**src/rtl/mem_responder.sv**
```systemverilog
// mem_responder: 256x8 memory serving panel program load (IN), panel
// readback (CHECK) and control-unit read/write traffic (RUN).
// The pointer and sticky flags are registered; dout and chk_data are
// combinational views of the array so the control unit can sample dout
// into DR on the next edge.
module mem_responder (
  input  logic       clk,
  input  logic       rst,
  input  logic [1:0] cpustate,
  input  logic [7:0] addr,
  input  logic       read,
  input  logic       write,
  input  logic [7:0] din,
  output logic [7:0] dout,
  input  logic [7:0] ld_data,
  input  logic       ld_strobe,
  input  logic       chk_step,
  output logic [7:0] ptr,
  output logic [7:0] chk_data,
  output logic       wrapped,
  output logic       conflict
);

  typedef enum logic [1:0] {
    ST_IDLE  = 2'b00,
    ST_IN    = 2'b01,
    ST_CHECK = 2'b10,
    ST_RUN   = 2'b11
  } cpu_state_e;

  cpu_state_e cur_state_s;
  assign cur_state_s = cpu_state_e'(cpustate);

  // Storage is deliberately left out of reset so a loaded program survives it.
  logic [7:0] mem [0:255];

  cpu_state_e state_prev_q, state_prev_d;
  logic [7:0] ptr_q, ptr_d;
  logic       wrapped_q, wrapped_d;
  logic       conflict_q, conflict_d;
  logic       ld_prev_q, ld_prev_d;
  logic       chk_prev_q, chk_prev_d;

  logic       state_change_s;
  logic       ld_rise_s;
  logic       chk_rise_s;
  logic       mem_we_s;
  logic [7:0] mem_waddr_s;
  logic [7:0] mem_wdata_s;

  // Edge detection: a strobe counts only when high now and low last cycle.
  always_comb begin
    state_change_s = (cur_state_s != state_prev_q);
    ld_rise_s      = ld_strobe & ~ld_prev_q;
    chk_rise_s     = chk_step & ~chk_prev_q;
  end

  // Next-state logic for pointer, sticky flags and memory write port.
  always_comb begin
    state_prev_d = cur_state_s;
    ld_prev_d    = ld_strobe;
    chk_prev_d   = chk_step;
    ptr_d        = ptr_q;
    wrapped_d    = wrapped_q;
    conflict_d   = conflict_q;
    mem_we_s     = 1'b0;
    mem_waddr_s  = ptr_q;
    mem_wdata_s  = ld_data;

    if (state_change_s) begin
      // A new session starts from address 0; strobe edges on this edge are dropped.
      ptr_d     = 8'h00;
      wrapped_d = 1'b0;
    end else begin
      case (cur_state_s)
        ST_IN: begin
          if (ld_rise_s) begin
            mem_we_s    = 1'b1;
            mem_waddr_s = ptr_q;
            mem_wdata_s = ld_data;
            ptr_d       = ptr_q + 8'd1;
            if (ptr_q == 8'hFF) begin
              wrapped_d = 1'b1;
            end else begin
              wrapped_d = wrapped_q;
            end
          end else begin
            ptr_d = ptr_q;
          end
        end
        ST_CHECK: begin
          if (chk_rise_s) begin
            ptr_d = ptr_q + 8'd1;
            if (ptr_q == 8'hFF) begin
              wrapped_d = 1'b1;
            end else begin
              wrapped_d = wrapped_q;
            end
          end else begin
            ptr_d = ptr_q;
          end
        end
        ST_IDLE: ptr_d = ptr_q;
        ST_RUN:  ptr_d = ptr_q;
        default: ptr_d = ptr_q;
      endcase
    end

    // Control-unit traffic: simultaneous read and write keeps the read, drops the write.
    if (cur_state_s == ST_RUN) begin
      if (read && write) begin
        conflict_d = 1'b1;
      end else if (write) begin
        mem_we_s    = 1'b1;
        mem_waddr_s = addr;
        mem_wdata_s = din;
      end else begin
        conflict_d = conflict_q;
      end
    end else begin
      conflict_d = conflict_q;
    end
  end

  // Control registers with asynchronous active-low reset.
  always_ff @(posedge clk or negedge rst) begin
    if (!rst) begin
      state_prev_q <= ST_IDLE;
      ptr_q        <= 8'h00;
      wrapped_q    <= 1'b0;
      conflict_q   <= 1'b0;
      ld_prev_q    <= 1'b0;
      chk_prev_q   <= 1'b0;
    end else begin
      state_prev_q <= state_prev_d;
      ptr_q        <= ptr_d;
      wrapped_q    <= wrapped_d;
      conflict_q   <= conflict_d;
      ld_prev_q    <= ld_prev_d;
      chk_prev_q   <= chk_prev_d;
    end
  end

  // Memory write port; blocked while reset is held so a pending byte is never stored.
  always_ff @(posedge clk) begin
    if (mem_we_s && rst) begin
      mem[mem_waddr_s] <= mem_wdata_s;
    end
  end

  // Combinational read paths toward the bus and the panel.
  always_comb begin
    dout     = 8'h00;
    chk_data = mem[ptr_q];
    if ((cur_state_s == ST_RUN) && read) begin
      dout = mem[addr];
    end else begin
      dout = 8'h00;
    end
  end

  assign ptr      = ptr_q;
  assign wrapped  = wrapped_q;
  assign conflict = conflict_q;

endmodule

```
**config.mk**
```make
export PLATFORM = sky130hd
export DESIGN_NAME = mem_responder
export DESIGN_NICKNAME = d
export VERILOG_FILES = /design/src/rtl/mem_responder.sv
export SDC_FILE = /design/constraint.sdc
export NUM_CORES = 2
export LEC_CHECK = 0
export ABC_CLOCK_PERIOD_IN_PS = 4000
export BUFFER_PORTS_ARGS = -buffer_cell sky130_fd_sc_hd__buf_2
export CAP_MARGIN = 10
export CORE_MARGIN = 5
export CORE_UTILIZATION = 47
export DETAILED_ROUTE_END_ITERATION = 16
export SLEW_MARGIN = 30
export SYNTH_ARGS = -nofsm -noshare
export SYNTH_HDL_FRONTEND = slang
export SYNTH_SLANG_ARGS = --single-unit
```
**constraint.sdc**
```tcl
create_clock -name clk -period 4 [get_ports clk]
set_clock_uncertainty 0.1 [all_clocks]
set_input_delay 0.2 -clock clk [delete_from_list [all_inputs] [get_ports clk]]
set_output_delay 0.2 -clock clk [all_outputs]
set_load 0.03 [all_outputs]
```
==> tab_implementation.tex <==
\begin{tabular}{lr}
\hline
Metric & Value \\
\hline
\multicolumn{2}{l}{\textbf{Outcome}} \\
\quad Outcome & complete, but fails checks \\
\quad Failing checks & negative setup slack \\
\multicolumn{2}{l}{\textbf{Yosys}} \\
\quad Number of synthesized register bits & 2062 \\
\quad Post-Synthesis Net Count & 5221 \\
\quad Syn Inst Count & 5185 \\
\quad Share of synthesized area occupied by flip-flops and latches & 63.9\% \\
\quad EDFF count, synth & 2048 \\
\quad Share of async-settable or async-resettable flops after synthesis & 0.679\% \\
\quad Share of Yosys cell area claimed by the top area cell type & 63.5\% \\
\quad Library cell occupying the most area in the post-synthesis netlist & edfxtp\_1 \\
\quad Number of distinct library cells after synthesis & 68 \\
\quad Most area-consuming cells after synthesis & edfxtp\_1 64\%, mux4\_2 21\%, mux2i\_1 3.7\%, nor2\_1 1.3\%, a22oi\_1 1.0\% \\
\quad Dominant register cell in the synthesized netlist & edfxtp\_1 \\
\quad Most repeated cell in the gate-level netlist after synthesis & edfxtp\_1 \\
\quad Number of warnings issued by yosys & 0 \\
\quad Top cell types by occurrence after synthesis & 2048 x edfxtp\_1, 915 x mux4\_2, 361 x mux2i\_1, 330 x nor2\_1, 166 x clkbuf\_1 \\
\quad Post-synthesis instance area & 96800 sq um \\
\quad Post-synthesis average cell area & 18.7 sq um \\
\multicolumn{2}{l}{\textbf{CTS}} \\
\quad Clock tree from TritonCTS & yes \\
\quad Depth of the CTS H-tree & 4 \\
\quad CTS Buf Count & 217 \\
\quad Clock input transition at the sequential cells of the worst setup and hold paths & 0.06 ns \\
\quad TritonCTS sink count & 2062 \\
\quad Max clock buf depth & 3 \\
\quad Clk Tree Root Cell & clkbuf\_16 \\
\quad Clock latency reported for the late side of the worst-skew pair & 0.90 ns \\
\multicolumn{2}{l}{\textbf{Layout}} \\
\quad Number of nets in the final layout & 5975 \\
\quad End-of-flow core utilization & 56.2\% \\
\quad Post-synthesis to final-layout area growth & 18.9\% \\
\quad Ratio of cells with drive above 1 in the final layout & 38.5\% \\
\quad Post-Layout Cell Count & 8811 \\
\quad Post-route cell area & 115000 sq um \\
\quad Fill cell instance count of the final layout & 15739 \\
\multicolumn{2}{l}{\textbf{Placement}} \\
\quad Count of input and output buffers & 57 \\
\quad Cells after DPL & 8287 \\
\quad Final Wtd Congestion & 0.979 \\
\quad Detailed Place HPWL & 241 mm \\
\quad Total cell area at the placement stage & 105000 sq um \\
\multicolumn{2}{l}{\textbf{Global route}} \\
\quad Largest net degree at the start of global routing & 75 \\
\quad Via count of the first global-routing pass & 60066 \\
\quad GRT Residual Overflow & 0 \\
\quad Wire length of the first global-routing pass & 484 mm \\
\quad Antenna violations before repair & 21 \\
\quad Global router's overall resource usage & 32.3\% \\
\multicolumn{2}{l}{\textbf{Worst hold path}} \\
\quad Worst hold-check path type & in -> reg \\
\multicolumn{2}{l}{\textbf{Timing}} \\
\quad Upper clock frequency limit & 229 MHz \\
\quad Slew @ Worst Pin & 1.07 ns \\
\quad Slew Viols, Final & 0 \\
\quad Final TNS setup & -2.80 ns \\
\quad Setup WS post-layout & -0.373 ns \\
\quad Headroom to the max-slew limit & 28.7\% \\
\quad Final hold violations & 0 \\
\quad Period utilization & 109\% \\
\quad Final setup violation count & 10 \\
\quad RSZ-0062 raised after global routing & true \\
\quad Final worst path period need & 4.37 ns \\
\multicolumn{2}{l}{\textbf{Route}} \\
\quad Routed Antenna Nets & 0 \\
\quad Pre-Repair DR Iteration Count & 8 \\
\quad Post-route DRC violation count & 0 \\
\quad Total via count after detailed routing & 61710 \\
\quad Final WL & 352 mm \\
\quad Iteration-0 DRC Markers & 9615 \\
\quad Vias per Instance & 7.00 \\
\quad Routed wirelength normalized by instance count & 40.0 um \\
\multicolumn{2}{l}{\textbf{Worst setup path}} \\
\quad Crit path max-delay cell type & mux4\_2 \\
\quad Category of the worst setup path capture point & output port \\
\quad Cell-by-cell listing of the critical path & buf\_6, buf\_16, buf\_16, buf\_8, mux4\_2, a22oi\_2, a21oi\_2, nor4b\_2, buf\_4, o311ai\_2, buf\_4, buf\_6 \\
\quad Crit path launch type & flop \\
\quad Max Fanout on Critical Path & 8 \\
\quad Worst path top cell family by delay & buffers and inverters \\
\quad Critical Setup Path Class & reg -> out \\
\quad CP arrival & 4.07 ns \\
\quad CP peak stage delay & 0.53 ns \\
\quad Worst path bufs/invs & 7 \\
\quad Data required, critical path & 3.70 ns \\
\multicolumn{2}{l}{\textbf{Job}} \\
\quad Max Cap Violations & 0 \\
\multicolumn{2}{l}{\textbf{Die}} \\
\quad Die boundary height & 464 um \\
\quad Number of top-level pins & 58 \\
\quad Full die area & 215000 sq um \\
\quad CORE AREA & 205000 sq um \\
\quad Die boundary width & 464 um \\
\quad Starting utilization of the core area & 47.3\% \\
\quad Number of core rows & 166 \\
\multicolumn{2}{l}{\textbf{Pwr}} \\
\quad Highest ir drop seen on vdd & 0.469 mV \\
\quad Lkg Pwr & 36.7 nW \\
\quad Pwr per Cell Area & 419 nW/um\^{}2 \\
\hline
\end{tabular}
==> power by group <==
part | switching [mW] | internal [mW]
logic | 2.56 | 1.80
clock network | 8.64 | 11.3
registers | 0.00540 | 23.9
==> stage by stage <==
| stage | total power [mW] | hold WS [ns] | worst slack (ns) |
|---|---|---|---|
| global placement | 28.2 | 0.227 | -0.517 |
| CTS | 48.2 | 0.0218 | -0.356 |
| floorplan | 26.6 | -0.196 | 0.388 |
| detailed placement | 28.2 | 0.225 | -0.486 |
| global route | 49.4 | 0.0491 | -0.405 |
| finish | 48.2 | 0.0607 | -0.373 |
==> what timing repair did <==
item / in CTS / in global routing
pin swaps: 44 / 21
hold buffers: 27 / 0
endpoints found under the setup margin: 12 / 16
cloned: 13 / 3
buffers inserted: 48 / 37
endpoints found under the hold margin: 184 / 0
resized for setup: 206 / 58
==> cells by family (layout without fill, tap and decap cells) <==
family	after synthesis	in the layout	share of synthesized area [%]
flops	2062	2062	63.9
other cells	0	10	0
xor+xnor	9	9	0.0814
fa+ha+maj	4	4	0.0517
mux	1281	1281	25.1
compound gates	733	733	5.27
simple gates	668	668	3.07
buf+inv	428	1356	2.58
==> sequential cells by signal (all words and copies together) (netlist names) <==
| signal | count |
|---|---|
| mem | 2048 |
| ptr | 8 |
| state_prev_q | 2 |
| chk_prev_q | 1 |
| conflict | 1 |
| ld_prev_q | 1 |
| wrapped | 1 |
==> tightest hold or removal path: stages <==
cell and delay, ns:
buf_2 0.08, nand2_1 0.11, nand2_8 0.40
==> worst paths after layout <==
check,to,start,cells after the start,slack [ns]
worst min register to register,wrapped,wrapped,2,0.71
worst max-delay path,chk_data[4],ptr[0],12,-0.37
worst max register to register,mem[33][2],ptr[4],8,0.30
min in group asynchronous,ptr[4],rst,4,0.63
max in group asynchronous,ptr[1],rst,4,2.91
worst min-delay path,mem[206][3],din[3],3,0.06
==> placed cells by master (no fill, tap or decap), types with 19 or more instances in the layout <==
cell type	n
a22oi_2	29
o22ai_1	104
a211oi_1	19
nor3_1	30
clkbuf_1	38
clkinv_2	26
buf_16	24
nor2_1	321
clkinv_1	53
mux2i_1	354
buf_4	731
dlygate4sd3_1	23
a21oi_1	111
clkbuf_16	223
buf_2	46
o21ai_0	61
a21oi_2	20
buf_12	104
a22o_1	21
o21ai_1	19
edfxtp_1	2048
mux4_2	915
a22oi_1	102
bufinv_16	20
nand2_1	115
o221ai_1	104
nand3_1	31
==> metal layers <==
layer	routed length, um	vias up	GRT usage (%)
met5	24	-	0
met4	20600	4	15.6
met3	43200	798	8.64
met2	158000	4454	48.0
met1	131000	32628	44.7
li1	-	23826	-
==> final cells by class <==
type	count	area, sq um	share of cell area [%]
well taps	2688	3360	2.92
clock inverters	135	1310	1.14
diodes	10	25.0	0.0217
inverters	6	30.0	0.0261
flip-flops and latches	2062	61900	53.8
repair buffers	957	9140	7.94
clock buffers	258	5650	4.91
multi-input cells	2695	33700	29.3
Note: power is estimated with default switching activity, not from simulation.
